[config.mk]
export PLATFORM = sky130hd
export DESIGN_NAME = vga_sync_monitor
export DESIGN_NICKNAME = d
export VERILOG_FILES = /design/src/rtl/vga_sync_monitor.sv
export SDC_FILE = /design/constraint.sdc
export NUM_CORES = 1
export LEC_CHECK = 0
export BUFFER_PORTS_ARGS = -buffer_cell sky130_fd_sc_hd__buf_4
export CAP_MARGIN = 5
export CORE_UTILIZATION = 59
export DETAILED_ROUTE_END_ITERATION = 8
export PLACE_DENSITY = 0.86
export SYNTH_ARGS = -nofsm -noshare
export SYNTH_HDL_FRONTEND = slang
export SYNTH_SLANG_ARGS = --single-unit
[constraint.sdc]
create_clock -name clk -period 5.75 [get_ports clk]
set_input_delay 0.575 -clock clk [delete_from_list [all_inputs] [get_ports clk]]
set_output_delay 0.575 -clock clk [all_outputs]
set_load 0.05 [all_outputs]
[src/rtl/vga_sync_monitor.sv]
// Receive-side VGA timing checker: recovers x/y from hsync/vsync, tracks lock, flags bad line/frame lengths.
// Define COLOR_HIST_EN to build the per-frame R/G/B pixel counters; otherwise they read as zero.
module vga_sync_monitor #(
    parameter int H_ACTIVE    = 640,
    parameter int H_FP        = 16,
    parameter int H_SYNC      = 96,
    parameter int H_BP        = 48,
    parameter int V_ACTIVE    = 480,
    parameter int V_FP        = 10,
    parameter int V_SYNC      = 2,
    parameter int V_BP        = 33,
    parameter int LOCK_FRAMES = 2
) (
    input  logic        clk,
    input  logic        reset,
    input  logic        pix_en,
    input  logic        hsync,
    input  logic        vsync,
    input  logic [2:0]  rgbtext,
    output logic [9:0]  x,
    output logic [9:0]  y,
    output logic [2:0]  rgb_out,
    output logic        pixel_valid,
    output logic        frame_start,
    output logic        locked,
    output logic        err_hlen,
    output logic        err_vlen,
    output logic [15:0] frame_count,
    output logic [18:0] red_cnt,
    output logic [18:0] grn_cnt,
    output logic [18:0] blu_cnt
);
    localparam int H_TOTAL = H_ACTIVE + H_FP + H_SYNC + H_BP;
    localparam int V_TOTAL = V_ACTIVE + V_FP + V_SYNC + V_BP;
    localparam logic [9:0] H_LAST  = 10'(H_TOTAL - 1);
    localparam logic [9:0] V_LAST  = 10'(V_TOTAL - 1);
    localparam logic [9:0] H_START = 10'(H_SYNC + H_BP);
    localparam logic [9:0] H_STOP  = 10'(H_SYNC + H_BP + H_ACTIVE - 1);
    localparam logic [9:0] V_START = 10'(V_SYNC + V_BP);
    localparam logic [9:0] V_STOP  = 10'(V_SYNC + V_BP + V_ACTIVE - 1);
    localparam logic [9:0] CNT_MAX = 10'd1023;
    localparam logic [9:0] CNT_PRE = 10'd1022;

    localparam logic [1:0] SEARCH = 2'd0;
    localparam logic [1:0] ALIGN  = 2'd1;
    localparam logic [1:0] LOCKED = 2'd2;

    logic       hs_p0, vs_p0;
    logic [9:0] h_cnt, v_cnt;
    logic       h_seen;
    logic [1:0] state;
    logic [7:0] good_frames;

    logic       h_fall, v_fall, tracking, err_h, err_v, in_win, frame_inc;
    logic [9:0] h_nxt, v_nxt;
    logic [1:0] state_nxt;
    logic [7:0] good_nxt;

    assign h_fall   = pix_en & hs_p0 & ~hsync;
    assign v_fall   = pix_en & vs_p0 & ~vsync;
    assign tracking = (state == ALIGN) || (state == LOCKED);
    // The first line after a restart has no trusted start point, so h_seen gates its check.
    assign err_h    = pix_en & ((h_fall & h_seen & (h_cnt != H_LAST)) |
                                (tracking & ~h_fall & (h_cnt == CNT_PRE)));
    assign err_v    = v_fall & tracking & (v_cnt != V_LAST);

    always_comb begin
        h_nxt = h_cnt;
        if (h_fall)
            h_nxt = '0;
        else if (h_cnt != CNT_MAX)
            h_nxt = h_cnt + 10'd1;
        v_nxt = v_cnt;
        if (v_fall)
            v_nxt = '0;
        else if (h_fall && (v_cnt != CNT_MAX))
            v_nxt = v_cnt + 10'd1;
    end

    assign in_win = (h_nxt >= H_START) && (h_nxt <= H_STOP) &&
                    (v_nxt >= V_START) && (v_nxt <= V_STOP);

    always_comb begin
        state_nxt = state;
        good_nxt  = good_frames;
        frame_inc = 1'b0;
        case (state)
            SEARCH: begin
                if (v_fall && !err_h) begin
                    state_nxt = ALIGN;
                    good_nxt  = '0;
                end
            end
            ALIGN: begin
                if (err_h || err_v) begin
                    state_nxt = SEARCH;
                end else if (v_fall) begin
                    good_nxt = good_frames + 8'd1;
                    if (good_nxt == 8'(LOCK_FRAMES))
                        state_nxt = LOCKED;
                end
            end
            LOCKED: begin
                if (err_h || err_v)
                    state_nxt = SEARCH;
                else if (v_fall)
                    frame_inc = 1'b1;
            end
            default: state_nxt = SEARCH;
        endcase
    end

    // Pixel stage: sync history, counters and FSM advance; x/y/rgb reflect the sample just taken.
    always_ff @(posedge clk or negedge reset) begin
        if (!reset) begin
            hs_p0       <= 1'b1;
            vs_p0       <= 1'b1;
            h_cnt       <= '0;
            v_cnt       <= '0;
            h_seen      <= 1'b0;
            state       <= SEARCH;
            good_frames <= '0;
            frame_count <= '0;
            locked      <= 1'b0;
            err_hlen    <= 1'b0;
            err_vlen    <= 1'b0;
            frame_start <= 1'b0;
            x           <= '0;
            y           <= '0;
            rgb_out     <= '0;
            pixel_valid <= 1'b0;
        end else begin
            err_hlen    <= err_h;
            err_vlen    <= err_v;
            frame_start <= v_fall;
            locked      <= (state == LOCKED);
            if (pix_en) begin
                hs_p0       <= hsync;
                vs_p0       <= vsync;
                h_cnt       <= h_nxt;
                v_cnt       <= v_nxt;
                state       <= state_nxt;
                good_frames <= good_nxt;
                if (frame_inc)
                    frame_count <= frame_count + 16'd1;
                if (err_h || err_v)
                    h_seen <= 1'b0;
                else if (h_fall)
                    h_seen <= 1'b1;
                pixel_valid <= in_win & tracking;
                x           <= in_win ? (h_nxt - H_START) : '0;
                y           <= in_win ? (v_nxt - V_START) : '0;
                rgb_out     <= rgbtext;
            end
        end
    end

`ifdef COLOR_HIST_EN
    logic [18:0] red_acc, grn_acc, blu_acc;
    logic        hist_armed;

    // The first vsync edge only starts a frame; publishing begins from the second one.
    always_ff @(posedge clk or negedge reset) begin
        if (!reset) begin
            red_acc    <= '0;
            grn_acc    <= '0;
            blu_acc    <= '0;
            hist_armed <= 1'b0;
            red_cnt    <= '0;
            grn_cnt    <= '0;
            blu_cnt    <= '0;
        end else if (pix_en) begin
            if (v_fall) begin
                if (hist_armed) begin
                    red_cnt <= red_acc;
                    grn_cnt <= grn_acc;
                    blu_cnt <= blu_acc;
                end
                hist_armed <= 1'b1;
                red_acc    <= '0;
                grn_acc    <= '0;
                blu_acc    <= '0;
            end else if (in_win) begin
                red_acc <= red_acc + 19'(rgbtext[2]);
                grn_acc <= grn_acc + 19'(rgbtext[1]);
                blu_acc <= blu_acc + 19'(rgbtext[0]);
            end
        end
    end
`else
    assign red_cnt = '0;
    assign grn_cnt = '0;
    assign blu_cnt = '0;
`endif

endmodule

# Word-level counts from Yosys, hierarchy flattened
# Cells that the tools add are included.
dict set report totals {
  out_inout_bits 101
  register_bits 77
  inputBits 8
}
dict set report op_classes {
  reduce_logical 15
  muxes 21
  n_eq_ne 14
  addsub 6
  bitwise 16
  magnitude_cmp 4
}
# op count
set op_table {}
lappend op_table {{10-bit 2-to-1 mux} 6}
lappend op_table {{10-bit inequality test (second input constant)} 4}
lappend op_table {{8-bit 2-to-1 mux} 3}
lappend op_table {{10-bit by 1-bit adder with 10-bit output (second input constant)} 2}
lappend op_table {{10-bit less-or-equal comparator (second input constant)} 2}
lappend op_table {{16-bit by 1-bit adder with 16-bit output (second input constant)} 1}
lappend op_table {{8-bit one-hot mux with 2 select lines} 1}
lappend op_table {{1-bit AND} 12}
lappend op_table {{10-bit == test (second input constant)} 1}
lappend op_table {{10-bit by 6-bit greater-or-equal comparator with 1-bit output (second input constant)} 1}
lappend op_table {{10-bit by 8-bit greater-or-equal comparator with 1-bit output (second input constant)} 1}
lappend op_table {{2-bit 2-to-1 mux} 5}
lappend op_table {{5-bit AND reduction} 2}
lappend op_table {{10-bit by 6-bit subtractor with 10-bit output (second input constant)} 1}
lappend op_table {{10-bit by 8-bit subtractor with 10-bit output (second input constant)} 1}
lappend op_table {{8-bit by 1-bit adder with 8-bit output (second input constant)} 1}
lappend op_table {{8-bit by 2-bit == test with 1-bit output (second input constant)} 1}
lappend op_table {{2-bit inequality test (second input constant)} 4}
lappend op_table {{2-bit one-hot mux with 3 select lines} 1}
lappend op_table {{1-bit logical AND} 5}
lappend op_table {{1-bit 2-to-1 mux} 5}
lappend op_table {{2-bit AND reduction} 2}
lappend op_table {{2-bit nonzero test} 2}
lappend op_table {{3-bit by 1-bit inequality test with 1-bit output (second input constant)} 1}
lappend op_table {{other kinds (8)} 11}

# Depth between registers and ports, before layout
# Gate-level depths: netlist (run 1).
dict set report logic_depth {
  word_depth 11
  mapped_depth 14
  ltp_nobuf 11
}

# Worst setup path after synthesis (run 1)
# No wires, ideal clock.
dict set report synth_path {
  path_type {flip-flop to flip-flop}
  start {reg v_cnt[1]}
  end {reg y[6]}
  required_time_ps 5630
  synth_period_minus_slack_ps 2779
  arrival_time_ps 2658
  n_path_buf 1
  stages_incl_launch_ff 13
  slack_ps 2971
  cell_sequence {dfrtp_1 -> ha_1 -> nand4_1 -> o31ai_4 -> mux2i_1 -> nor2_1 -> ha_1 -> o41ai_2 -> a21o_1 -> o21ai_2 -> nand4_2 -> buf_6 -> o2bb2ai_2}
}
dict set report synth_between {
  elab_chain_cells 8
}
# element line_no
set synth_lines {}
lappend synth_lines {{start, declared} 49} ;# logic [9:0] h_cnt, v_cnt;
lappend synth_lines {{start signal, assigned} 141} ;# v_cnt <= v_nxt;
lappend synth_lines {{branches (longest 2 deep; another with 10-bit by 1-bit adder with 10-bit output)} n/a}
lappend synth_lines {{10-bit 2-to-1 mux (*)} 76} ;# else if (h_fall && (v_cnt != CNT_MAX))
lappend synth_lines {{10-bit 2-to-1 mux (*)} 74} ;# if (v_fall)
lappend synth_lines {{net v_nxt[1]} 55} ;# logic [9:0] h_nxt, v_nxt;
lappend synth_lines {{10-bit by 6-bit greater-or-equal comparator with 1-bit output} 81} ;# (v_nxt >= V_START) && (v_nxt <= V_STOP);
lappend synth_lines {{1-bit logical AND} 80} ;# assign in_win = (h_nxt >= H_START) && (h_nxt <= H_STOP) &&
lappend synth_lines {{1-bit logical AND} 81}
lappend synth_lines {{10-bit 2-to-1 mux (*)} 152} ;# y <= in_win ? (v_nxt - V_START) : '0;
lappend synth_lines {{end signal, assigned} 152}
lappend synth_lines {{end, declared} 21} ;# output logic [9:0] y,
# Mark *: on every way through the listed nets, which the timed path passes.
# A chain may end at the register's enable or synchronous reset.

# Worst setup path after layout (run 1)
dict set report layout_path {
  start {reg hs_p0}
  end {reg pixel_valid}
}
dict set report layout_between {
  elab_chain_cells 9
}
# element line_no
set layout_lines {}
lappend layout_lines {{start, declared} 48} ;# logic hs_p0, vs_p0;
lappend layout_lines {{start signal, assigned} 138} ;# hs_p0 <= hsync;
lappend layout_lines {{1-bit AND (*) (2 in a row)} 59} ;# assign h_fall = pix_en & hs_p0 & ~hsync;
lappend layout_lines {{1-bit logical AND (*)} 76}
lappend layout_lines {{10-bit 2-to-1 mux (*)} 76}
lappend layout_lines {{10-bit 2-to-1 mux (*)} 74}
lappend layout_lines {{net v_nxt[1]} 55}
lappend layout_lines {{10-bit by 6-bit greater-or-equal comparator with 1-bit output} 81}
lappend layout_lines {{1-bit logical AND} 80}
lappend layout_lines {{1-bit logical AND (*)} 81}
lappend layout_lines {{1-bit AND (*)} 150} ;# pixel_valid <= in_win & tracking;
lappend layout_lines {{end signal, assigned} 150}
lappend layout_lines {{end, declared} 23} ;# output logic pixel_valid,
# The timed path passes the listed nets; every way through them passes the cells marked *.

==> results of run 1 <==
## sequential cells by signal (all words and copies together) (netlist names)
register / count
frame_start: 1
rgb_out: 3
good_frames: 8
h_cnt: 10
x: 10
locked: 1
h_seen: 1
frame_count: 16
vs_p0: 1
hs_p0: 1
v_cnt: 10
state: 2
err_hlen: 1
pixel_valid: 1
y: 10
err_vlen: 1
## metrics by stage
stage / cells / setup WS, ns / total power, mW / hold WS (ns) / util
floorplan: 547 / 2.971 / 1.173 / 0.2794 / -
global placement: 625 / 2.087 / 1.255 / 0.4663 / 0.6466
detailed placement: 625 / 1.928 / 1.276 / 0.4746 / 0.6466
CTS: 641 / 2.200 / 1.618 / 0.4047 / 0.6659
global route: 641 / 1.836 / 1.713 / 0.4328 / 0.6659
finish: 641 / 2.175 / 1.611 / 0.3676 / 0.6659
## cells in the mapped netlist, types with 10 or more instances
| cell | instances | share of area |
|---|---|---|
| a21oi_1 | 10 | 0.010 |
| inv_1 | 23 | 0.018 |
| xor2_1 | 12 | 0.021 |
| ha_1 | 15 | 0.038 |
| o21ai_0 | 21 | 0.021 |
| xnor2_1 | 17 | 0.030 |
| o2bb2ai_2 | 10 | 0.031 |
| and3_1 | 11 | 0.014 |
| nand2_1 | 47 | 0.036 |
| dfrtp_1 | 75 | 0.38 |
| nor2_1 | 23 | 0.018 |
| buf_2 | 12 | 0.012 |
| o2bb2ai_1 | 11 | 0.020 |
| mux2_2 | 14 | 0.032 |
| nand3_1 | 17 | 0.017 |
| buf_4 | 57 | 0.087 |
## final cells by class
type | instances | area (sq um)
Clock buffer | 14 | 142.6
Multi-Input combinational cell | 372 | 2574
Clock inverter | 2 | 10.01
Sequential cell | 77 | 1929
Inverter | 23 | 86.33
Tap cell | 102 | 127.6
Timing Repair Buffer | 51 | 382.9
Fill cell | 638 | 2635
## critical path, cell delays in order, from the launching register on
cell and delay (ns):
dfstp_2 0.57, and3b_1 0.60, o31ai_4 0.20, mux2i_1 0.30, nor2_1 0.11, ha_1 0.26, o41ai_2 0.53, a21o_1 0.20
o21ai_2 0.07, nand4_2 0.42, o2bb2ai_1 0.16
## power by group through the flow
stage	registers, mW	clock network (mW)	logic (mW)
final	0.691	0.337	0.582
after global routing	0.702	0.372	0.638
after CTS	0.689	0.348	0.580
after detailed placement	0.699	0	0.577
after global placement	0.694	0	0.561
after floorplan	0.719	0	0.453
## cell families after synthesis
| family | synth area share |
|---|---|
| AOI/OAI and AO/OA | 0.1763 |
| muxes | 0.04235 |
| DFF | 0.3934 |
| buffers and inverters | 0.1247 |
| other | 0.0007646 |
| xor gates and xnor gates | 0.05178 |
| adders and majority gates | 0.03827 |
| and+or+nand+nor | 0.1724 |
## layer usage
layer,global-route usage,vias up,share of wire
met2,0.3830,171,0.48
met4,0.07949,0,0.012
met3,0.05447,12,0.064
li1,-,1733,-
met5,0,-,0
met1,0.3168,1783,0.45
## layout by cell type (no fill, tap or decap), types with 5 or more instances in the layout
cell type,instances
o21ai_0,21
a31oi_1,6
xor2_1,12
ha_1,15
and3_1,11
nor2_1,23
conb_1,57
buf_4,51
o31ai_1,5
clkbuf_8,9
mux2i_1,5
nand3_1,17
a21oi_1,10
nand4_1,9
dfrtp_1,75
and2_1,5
nand2_1,47
inv_1,23
o2bb2ai_1,11
o2bb2ai_2,10
clkbuf_1,5
mux2_2,14
xnor2_1,17
## worst paths after layout
check	slack (ns)	from	endpoint
max in group asynchronous	4.76	reset	h_cnt[1]$_DFFE_PN0P_
min in group clk	0.46	rgbtext[1]	rgb_out[1]$_DFFE_PN0P_
worst min-delay path	0.37	reset	good_frames[6]$_DFFE_PN0P_
worst min register to register	0.49	frame_count[15]$_DFFE_PN0P_	frame_count[15]$_DFFE_PN0P_
worst max register to register	2.18	hs_p0$_DFFE_PN1P_	pixel_valid$_DFFE_PN0P_
worst max-delay path	2.18	hs_p0$_DFFE_PN1P_	pixel_valid$_DFFE_PN0P_
==> flow_summary.json, run 1 <==
{
  "drive_above_1_share": 0.2115,
  "pwr-share-clk": 0.209,
  "power.density_nw_per_um2": 306.7,
  "rows": 32,
  "place_area_sq_um": 5100,
  "final_max_slew_viol_count": 0,
  "grt_pass1_vias": 3397,
  "final_nets": 557,
  "place_hpwl_mm": 6.907,
  "p_sw_mw": 0.6598,
  "leakage_nw": 2.546,
  "sw_frac_of_total": 0.4096,
  "synth_edf_count": 0,
  "clk_latency_ns": 0.35,
  "ys_seq_elements": 77,
  "area_growth_pct": 7.092,
  "drv_cap": 0,
  "fin_skew_ns": 0.006257,
  "cts_hold_buf": 0,
  "antenna_found_initial": 0,
  "die_h_microns": 93.18,
  "core-area_sq_um": 7888,
  "fp.dieW_microns": 93.18,
  "power_frac_seq": 0.429,
  "die_area_sq_um": 8682,
  "hold_path_class": "primary input to async pin",
  "vias_per_cell": 5.771,
  "hold_viol_final": 0,
  "critPathRequiredTime_ns": 5.96,
  "ctsLongestPathBuffers": 2,
  "rsz0062_at_grt": "false",
  "min_period_ns": 3.575,
  "r2r_cells": 10,
  "finalSetupTns_ns": 0,
  "netlist_instances": 491,
  "start_kind": "flip-flop",
  "yosysWarnings": 0,
  "cts_setup_buffers": 0,
  "numCtsBuffers": 9,
  "crit_type": "flip-flop to flip-flop",
  "ys_types": 74,
  "period_share": 0.6217,
  "drtIter0Drc": 242,
  "ant_nets": 0,
  "grt_pass1_wl_mm": 16.26,
  "combinationalPowerShare": 0.362,
  "dr.pass1.iters": 6,
  "clk_pin_slew_ns": 0.07,
  "ioPinCount": 109,
  "ys.flop_type": "dfrtp_1",
  "tritoncts_num_sinks": 77,
  "critPathMaxFanout": 21,
  "gp_congestion": 0.9343,
  "overflow": 0,
  "ir_worst_vdd_mv": 0.1300,
  "tightest_slew_ns": 1.003,
  "cts_resized": 0,
  "wl_per_cell_microns": 15.17,
  "htree_levels": 3,
  "groute.usage.overall": 0.2378,
  "status": "complete, no violations",
  "endpoint_kind": "flip-flop",
  "timing.fmax_mhz": 279.7,
  "io_buffers": 51,
  "syn_area_sq_um": 4905,
  "arrival_ns": 3.78,
  "ys_seq_area_frac": 0.3934,
  "postSynthAreaPerCell_sq_um": 9.989,
  "n_antenna_cell": 0,
  "vias": 3699,
  "design_area_sq_um": 5253,
  "drcViolationCount": 0,
  "maxSlewHeadroom": 0.3301,
  "p_int_mw": 0.9510,
  "start_util": 0.6218,
  "grt_max_degree": 78,
  "root_buffer": "clkbuf_8",
  "finalSetupViolCount": 0,
  "drt-total-wl_mm": 9.722,
  "cts_tree": "built",
  "async_flop_share": 1.000
}
Note: power is estimated with default switching activity, not from simulation.
==> run 2, diff against run 1 <==
--- a/config.mk
+++ b/config.mk
@@ -5,11 +5,12 @@
 export SDC_FILE = /design/constraint.sdc
 export NUM_CORES = 1
 export LEC_CHECK = 0
+export ABC_AREA = 1
 export BUFFER_PORTS_ARGS = -buffer_cell sky130_fd_sc_hd__buf_4
 export CAP_MARGIN = 5
-export CORE_UTILIZATION = 59
+export CORE_UTILIZATION = 56
 export DETAILED_ROUTE_END_ITERATION = 8
-export PLACE_DENSITY = 0.86
+export PLACE_DENSITY = 0.81
 export SYNTH_ARGS = -nofsm -noshare
 export SYNTH_HDL_FRONTEND = slang
 export SYNTH_SLANG_ARGS = --single-unit
==> constraint.sdc (replaced) <==
create_clock -name clk -period 3.3 [get_ports clk]
set_input_delay 0.33 -clock clk [delete_from_list [all_inputs] [get_ports clk]]
set_output_delay 0.33 -clock clk [all_outputs]
set_load 0.05 [all_outputs]
==> flow_summary.json, run 2 <==
{
  "postSynthAreaPerCell_sq_um": 7.717,
  "fin_skew_ns": 0.01462,
  "yosysWarnings": 0,
  "yosysTopAreaCell": "dfrtp_1",
  "gp_congestion": 0.9638,
  "ant_nets": 0,
  "netlist_instances": 686,
  "wl_per_cell_microns": 12.88,
  "drtIter0Drc": 184,
  "vias": 4297,
  "drt-total-wl_mm": 10.96,
  "ctsLongestPathBuffers": 2,
  "max_stage_delay_ns": 0.41,
  "clk_pin_slew_ns": 0.08,
  "antenna_found_initial": 0,
  "core-area_sq_um": 9196,
  "cts_resized": 0,
  "ioPinCount": 109,
  "synth.top_cell.area_share": 0.3545,
  "overflow": 0,
  "tritoncts_num_sinks": 77,
  "min_period_ns": 3.017,
  "r2r_start": "h_cnt[0]$_DFFE_PN0P_",
  "rows": 35,
  "endpoint_kind": "flip-flop",
  "grt_pass1_wl_mm": 18.62,
  "htree_levels": 3,
  "maxSlewHeadroom": 0.3568,
  "fill_cells": 796,
  "crit_start": "h_cnt[0]$_DFFE_PN0P_",
  "multi_input_area_sq_um": 2750,
  "timing.fmax_mhz": 331.5,
  "ys_seq_area_frac": 0.3645,
  "die_h_microns": 99.23,
  "leakage_nw": 3.067,
  "dr.pass1.iters": 5,
  "drive_above_1_share": 0.1905,
  "final_common_cell": "nand2_1",
  "numCtsBuffers": 9,
  "synth_area_leaders": "dfrtp_1 35%, nand2_1 15%, buf_4 8.7%, inv_1 5.2%, nand3_2 4.9%",
  "final_cell_mix": "208 x nand2_1, 75 x dfrtp_1, 73 x inv_1, 57 x conb_1, 54 x buf_4",
  "cts_hold_buf": 0,
  "syn_area_sq_um": 5294,
  "start_kind": "flip-flop",
  "clk_latency_ns": 0.36,
  "final_max_slew_viol_count": 0,
  "regArea_sq_um": 1929,
  "cts_setup_buffers": 0,
  "period_share": 0.9141,
  "die_area_sq_um": 9846,
  "total_power_mw": 3.513,
  "drv_cap": 0,
  "largest_reg_flops": 16,
  "final_nets": 758,
  "power.density_nw_per_um2": 611.8,
  "hold_viol_final": 0,
  "worst-path-buf-inv": 3,
  "io_buffers": 51,
  "cp_top_family": "simple AND/OR/NAND/NOR gates",
  "root_buffer": "clkbuf_8",
  "grt_max_degree": 78,
  "finalSetupViolCount": 0,
  "groute.usage.overall": 0.2372,
  "drcViolationCount": 0,
  "ys_seq_elements": 77,
  "rsz0062_at_grt": "false",
  "arrival_ns": 3.31,
  "place_hpwl_mm": 8.096,
  "timing.hold.ws_ns": 0.07372,
  "ir_worst_vdd_mv": 0.3535,
  "status": "complete, no violations",
  "n_antenna_cell": 0,
  "yosysMostFrequentCell": "nand2_1",
  "crit_slowest_cell": "dfrtp_1",
  "start_util": 0.5756,
  "crit_type": "flip-flop to flip-flop",
  "hold_path_class": "primary input to async pin",
  "ys_top_cells_by_count": "208 x nand2_1, 75 x dfrtp_1, 73 x inv_1, 61 x buf_4, 45 x nand3_1",
  "area_growth_pct": 8.461,
  "async_flop_share": 1.000,
  "ys.flop_type": "dfrtp_1",
  "synth_edf_count": 0,
  "regMostFlops": "frame_count",
  "ys_types": 40,
  "cts_tree": "built",
  "fp.dieW_microns": 99.23,
  "critPathRequiredTime_ns": 3.60,
  "vias_per_cell": 5.049,
  "critPathMaxFanout": 14,
  "crit_chain": "ha_1 > inv_1 > nor2_4 > nand3_4 > a21oi_1 > inv_1 > ha_1 > nand2_1 > a21oi_1 > nand3_1 > nand2_2 > nor2_4 > buf_12 > nand3_2 > nand2_1",
  "finalSetupTns_ns": 0,
  "tightest_slew_ns": 0.9648,
  "grt_pass1_vias": 4026
}
## run 2: area by class of cell
class	instances	share of cell area
Tap cell	111	0.02419
Sequential cell	77	0.3360
Clock inverter	7	0.01416
Clock buffer	9	0.02157
Multi-Input combinational cell	514	0.4790
Inverter	78	0.05099
Timing Repair Buffer	55	0.07409
## run 2: report_power, final
group	total, mW	switching [mW]	leakage [nW]	internal [mW]
sequential	1.30	0.184	1.02	1.12
combinational	1.47	1.04	1.94	0.426
clock	0.742	0.384	0.100	0.358
total	3.51	1.61	3.07	1.91
## run 2: cells by family (layout without fill, tap and decap cells)
family / count (synthesis) / count (layout) / synth area share
AO/OA/AOI/OAI: 40 / 40 / 0.04774
XOR/XNOR: 27 / 27 / 0.04467
adder cells (fa/ha/maj): 15 / 15 / 0.03545
buffers and inverters: 151 / 149 / 0.1558
flip-flops: 77 / 77 / 0.3645
other: 1 / 57 / 0.0007084
AND/OR/NAND/NOR: 375 / 375 / 0.3512
## run 2: through the flow
stage,utilization,cells,instance area (sq um),setup slack [ns]
after global placement,0.6020,835,5537,0.4019
after global routing,0.6244,851,5742,0.04293
final,0.6244,851,5742,0.2835
after CTS,0.6244,851,5742,0.2925
after floorplan,-,742,5504,0.8936
after detailed placement,0.6020,835,5537,0.3060
## run 2: worst paths after layout
kind / end / slack [ns] / depth (start not counted)
setup reg to reg: x[6]$_DFFE_PN0P_ / 0.28 / 15
min in group clk: rgb_out[1]$_DFFE_PN0P_ / 0.17 / 3
hold / removal: good_frames[4]$_DFFE_PN0P_ / 0.07 / 1
setup / recovery: x[6]$_DFFE_PN0P_ / 0.28 / 15
max in group asynchronous: frame_count[15]$_DFFE_PN0P_ / 2.55 / 1
hold reg to reg: y[4]$_DFFE_PN0P_ / 0.48 / 2
## run 2: routing by layer
metal / wire length (microns) / part of all wire / up-vias / track usage
met4: 126 / 0.011 / 0 / 0.06561
met1: 5030 / 0.46 / 2031 / 0.3139
met3: 402 / 0.037 / 8 / 0.03654
met5: 0 / 0 / - / 0
met2: 5402 / 0.49 / 120 / 0.4054
li1: - / - / 2138 / -
